===== config.mk =====
export PLATFORM = sky130hd
export DESIGN_NAME = cpu_clk_ctrl
export DESIGN_NICKNAME = d
export VERILOG_FILES = /design/src/rtl/cpu_clk_ctrl.sv
export SDC_FILE = /design/constraint.sdc
export NUM_CORES = 1
export LEC_CHECK = 0
export BUFFER_PORTS_ARGS = -buffer_cell sky130_fd_sc_hd__buf_2
export CORE_UTILIZATION = 63
export DETAILED_ROUTE_END_ITERATION = 16
export GPL_ROUTABILITY_DRIVEN = 0
export PLACE_DENSITY = 0.95
export SLEW_MARGIN = 20
export SYNTH_ARGS = -nofsm -noshare
export SYNTH_HDL_FRONTEND = slang
export SYNTH_SLANG_ARGS = --single-unit

===== constraint.sdc =====
create_clock -name CLK_100mhz -period 5 [get_ports CLK_100mhz]
set_input_delay 1.5 -clock CLK_100mhz [delete_from_list [all_inputs] [get_ports CLK_100mhz]]
set_output_delay 1.5 -clock CLK_100mhz [all_outputs]
set_load 0.01 [all_outputs]

===== src/rtl/cpu_clk_ctrl.sv =====
// Run-control sequencer: emits a single-cycle CPU advance enable for run, step and halt modes.
// Latency: CPU_clk_en is registered; it asserts the cycle after the deciding edge.
// Backpressure: none; Halt holds the sequencer in PAUSE and suppresses all pulses.
module cpu_clk_ctrl #(
   parameter int DIV0       = 50000,
   parameter int DIV1       = 500000,
   parameter int DIV2       = 5000000,
   parameter int DIV3       = 50000000,
   parameter int DEB_CYCLES = 1000000,
   parameter int CNT_W      = 16
) (
   input  logic             CLK_100mhz,
   input  logic             Reset,
   input  logic             Run_sw,
   input  logic             Step_btn,
   input  logic [1:0]       Div_sel,
   input  logic             Halt,
   output logic             CPU_clk_en,
   output logic             Running,
   output logic [CNT_W-1:0] Cycle_count
);

   // Divider counter only ever reaches N-1, so size it for the largest period.
   localparam int DIV_MAX01 = (DIV0 > DIV1) ? DIV0 : DIV1;
   localparam int DIV_MAX23 = (DIV2 > DIV3) ? DIV2 : DIV3;
   localparam int DIV_MAX   = (DIV_MAX01 > DIV_MAX23) ? DIV_MAX01 : DIV_MAX23;
   localparam int CW        = $clog2(DIV_MAX);
   localparam int DW        = (DEB_CYCLES > 1) ? $clog2(DEB_CYCLES) : 1;

   localparam logic [CW-1:0] LAST0    = CW'(DIV0 - 1);
   localparam logic [CW-1:0] LAST1    = CW'(DIV1 - 1);
   localparam logic [CW-1:0] LAST2    = CW'(DIV2 - 1);
   localparam logic [CW-1:0] LAST3    = CW'(DIV3 - 1);
   localparam logic [DW-1:0] DEB_LAST = DW'(DEB_CYCLES - 1);

   typedef enum logic [1:0] {PAUSE, RUN, STEP, HOLD} state_t;

   state_t          state, state_nxt;
   logic            pulse_nxt;
   logic            run_s1, run_s2, btn_s1, btn_s2;
   logic            btn_lvl;
   logic [DW-1:0]   deb_cnt;
   logic            deb_diff, deb_done, step_req;
   logic [1:0]      div_sel_r;
   logic [CW-1:0]   div_cnt, div_last;
   logic            div_chg, tick;

   // Two-flop synchronisers for the asynchronous switch and button.
   always_ff @(posedge CLK_100mhz) begin
      if (!Reset) begin
         run_s1 <= 1'b0;
         run_s2 <= 1'b0;
         btn_s1 <= 1'b0;
         btn_s2 <= 1'b0;
      end else begin
         run_s1 <= Run_sw;
         run_s2 <= run_s1;
         btn_s1 <= Step_btn;
         btn_s2 <= btn_s1;
      end
   end

   // The sample that completes DEB_CYCLES differing samples is the one that flips the level.
   assign deb_diff = (btn_s2 != btn_lvl);
   assign deb_done = deb_diff && (deb_cnt == DEB_LAST);
   assign step_req = deb_done && btn_s2;

   // Debounce: count consecutive differing samples, accept the new level when they reach the limit.
   always_ff @(posedge CLK_100mhz) begin
      if (!Reset) begin
         deb_cnt <= '0;
         btn_lvl <= 1'b0;
      end else if (!deb_diff) begin
         deb_cnt <= '0;
      end else if (deb_done) begin
         deb_cnt <= '0;
         btn_lvl <= btn_s2;
      end else begin
         deb_cnt <= deb_cnt + DW'(1);
      end
   end

   // Terminal count for the currently registered rate.
   always_comb begin
      div_last = LAST0;
      case (div_sel_r)
         2'd0:    div_last = LAST0;
         2'd1:    div_last = LAST1;
         2'd2:    div_last = LAST2;
         default: div_last = LAST3;
      endcase
   end

   // A rate change restarts the period from zero without ticking, so no short pulse can escape.
   assign div_chg = (div_sel_r != Div_sel);
   assign tick    = (state == RUN) && !div_chg && (div_cnt == div_last);

   // Rate divider: advances only in RUN, wraps on tick, restarts on a rate change.
   always_ff @(posedge CLK_100mhz) begin
      if (!Reset) begin
         div_sel_r <= 2'd0;
         div_cnt   <= '0;
      end else begin
         div_sel_r <= Div_sel;
         if ((state != RUN) || div_chg || tick)
            div_cnt <= '0;
         else
            div_cnt <= div_cnt + CW'(1);
      end
   end

   // Next-state and pulse decision; Halt wins over the switch, the switch wins over a step press.
   always_comb begin
      state_nxt = state;
      pulse_nxt = 1'b0;
      case (state)
         PAUSE: begin
            if (run_s2 && !Halt)
               state_nxt = RUN;
            else if (step_req && !Halt)
               state_nxt = STEP;
         end
         RUN: begin
            if (Halt || !run_s2)
               state_nxt = PAUSE;
            else
               pulse_nxt = tick;
         end
         STEP: begin
            pulse_nxt = 1'b1;
            state_nxt = HOLD;
         end
         HOLD: begin
            if (!btn_lvl)
               state_nxt = PAUSE;
         end
         default: state_nxt = PAUSE;
      endcase
   end

   // State register and registered outputs; Running tracks the state being entered.
   always_ff @(posedge CLK_100mhz) begin
      if (!Reset) begin
         state       <= PAUSE;
         CPU_clk_en  <= 1'b0;
         Running     <= 1'b0;
         Cycle_count <= '0;
      end else begin
         state      <= state_nxt;
         CPU_clk_en <= pulse_nxt;
         Running    <= (state_nxt == RUN);
         if (pulse_nxt)
            Cycle_count <= Cycle_count + CNT_W'(1);
      end
   end

endmodule


==> run summary <==
run status: complete, no violations
Filler cells: 387
Final Util: 73.4%
most frequent cell after synthesis: dfxtp_1
Final Non-Filler Cells: 506
number of synthesized register bits: 73
RSZ-0062 raised after global routing: false
drt first pass iters: 6
Final Setup Violations: 0
vias in the first global route: 2889
EDFF count, synth: 0
cell area after synthesis: 3560 µm²
setup slack, reg-to-reg: 1690 ps
synthesized area per cell: 8.55 µm²
worst slew pin tran: 762 ps
Post-Synthesis Cells: 416
clk_lat worst skew: 340 ps
GRT Overall Usage: 27.3%
Max Cap Viol: 0
Fin Setup TNS: 0 ps
postcts setup bufs: 0
WL/cell: 15.2 µm
top_reg_cell synth: dfxtp_1
clk buf depth: 2
DRT iter0 DRCs: 197
yosys warns: 0
Min-Delay Path Class: reg2reg
Vias/cell: 6.03
Yosys top cell by area: dfxtp_1
relative slew slack: 49.0%
Yosys top cell area share: 41.1%
peak supply drop: 0.184 mV
Layout Nets: 454
Async SR Flop Fraction: 0%
clock root buffer: clkbuf_8
chip width: 77.1 µm
CTS Sinks: 73
register area share after synthesis: 41.1%
ANT cells: 0
Final Skew: 5.94 ps
largest net degree at the start of global routing: 32
Critical Path Source Type: flop
die height: 77.1 µm
die area: 5950 µm²
WL final: 7720 µm
arrival time worst endpoint: 3570 ps
Distinct cells, synth: 45
hpwl dp: 5270 µm
Req. time, crit path: 5260 ps
share of layout cells above drive strength 1: 8.72%
GR Overflow Total: 0
crit path time final: 3310 ps
# DRC: 0
Starting Density: 67.5%
ANT nets after route: 0
number of H-tree levels: 3
Final Max Slew Viols: 0
hold_buf cts: 0
post-cts resize count: 0
port bufs: 24
initial antenna violation count: 0
first-pass GRT wire length: 13100 µm
multi-input logic area: 1970 µm²
register area: 1460 µm²
vias: 3050
leak pwr: 1.31 nW
period utilisation layout: 66.2%
Core Region: 5270 µm²
crit path max fanout: 31
ranking of synthesized cells by area: dfxtp_1 41%, nor2_1 6.4%, xnor2_1 5.9%
I/O pins: 25
top post-synthesis cells by count: 73 x dfxtp_1, 61 x nor2_1, 26 x nand2_1
post-synth net total: 436
Num CTS Buffers: 9
fmax: 302 MHz
Power Density: 271 nW/µm²
DP Cell Count: 493
final number of hold-violating endpoints: 0
Layout Area Growth over Synthesis: 8.76%
Core Rows: 26
CP Class: reg2reg
CP Capture Type: flop
CTS tree: yes
Clock transition at path regs: 70 ps
## layout make-up
| class | count | share of cell area [%] |
|---|---|---|
| Multi-Input combinational cell | 310 | 50.9 |
| Sequential cell | 73 | 37.8 |
| Clock buffer | 13 | 4.37 |
| Inverter | 16 | 1.55 |
| Tap cell | 70 | 2.26 |
| Timing Repair Buffer | 24 | 3.11 |
## cell families (layout without fill, tap and decap cells)
logic type / after synthesis / after routing / synth area share [%]
mux: 2 / 2 / 0.563
compound gates: 50 / 50 / 9.43
fa+ha+maj: 13 / 13 / 4.57
buf+inv: 33 / 53 / 3.73
simple gates: 197 / 197 / 28.8
xor+xnor: 48 / 48 / 11.8
flops: 73 / 73 / 41.1
## final timing paths
check,startpoint,end,cells past startpoint
max,div_sel_r[0]$_SDFF_PN0_,Cycle_count[13]$_SDFFE_PN0P_,8
max reg2reg,div_sel_r[0]$_SDFF_PN0_,Cycle_count[13]$_SDFFE_PN0P_,8
min,run_s1$_SDFF_PN0_,run_s2$_SDFF_PN0_,1
min reg2reg,run_s1$_SDFF_PN0_,run_s2$_SDFF_PN0_,1
## layer usage
metal / vias to the layer above / share of wire (%) / track usage (%) / routed length [µm]
li1: 1489 / - / - / -
met1: 1421 / 41 / 32.3 / 3190
met2: 115 / 50 / 46.7 / 3890
met3: 25 / 5.9 / 7.98 / 457
met4: 0 / 2.3 / 9.81 / 178
met5: - / 0 / 0 / 0
## per-stage QoR
step,area (µm²),total power (W),hold WS [ps],setup slack (ps)
6_report,3870,0.00105,447,1690
5_1_grt,3870,0.00109,467,1560
4_1_cts,3860,0.00105,448,1640
3_5_place_dp,3690,0.000655,431,1490
3_3_place_gp,3690,0.000651,422,1590
2_1_floorplan,3560,0.000642,412,1940
## critical path, stage by stage, from the launching register on
cell       delay [ps]
dfxtp_1           530
inv_1             170
ha_1              290
or3_1             340
a2111o_1          430
a2111oi_4         490
a21oi_4           260
or4_1             550
a21oi_1           160
## power by group
group	internal, W	leakage [nW]	switching (W)	total (W)
sequential	0.000587	0.589	0.00000515	0.000592
clock	0.000213	0.0875	0.000192	0.000405
combinational	0.0000171	0.635	0.0000335	0.0000506
## layout by cell type, fill, tap and decap left out, types with 2 or more instances in the layout
cell type and n:
nand4_1 16, or4_1 12, o21ai_0 3, dfxtp_1 73, nor2_1 61, nor2b_1 4, xnor2_1 24, and4_1 6
and2_1 11, o21ai_1 3, clkbuf_8 12, nand2_1 26, and3_1 8, buf_2 24, inv_1 15, nand2b_1 3
ha_1 13, and3b_1 2, nor3_1 9, nor3b_1 2, xor2_1 24, nand3_1 21, or3_1 5, a21oi_1 21
nor4_1 5, o41ai_1 2, mux2i_1 2, o31ai_1 11, nand3b_1 2
## registers in the layout (all words and copies together) (netlist names)
name         cells
div_sel_r        2
btn_s1           1
deb_cnt         20
Cycle_count     16
div_cnt         26
btn_lvl          1
run_s2           1
Running          1
state            2
btn_s2           1
run_s1           1
CPU_clk_en       1
(Power assumes the default switching activity.)
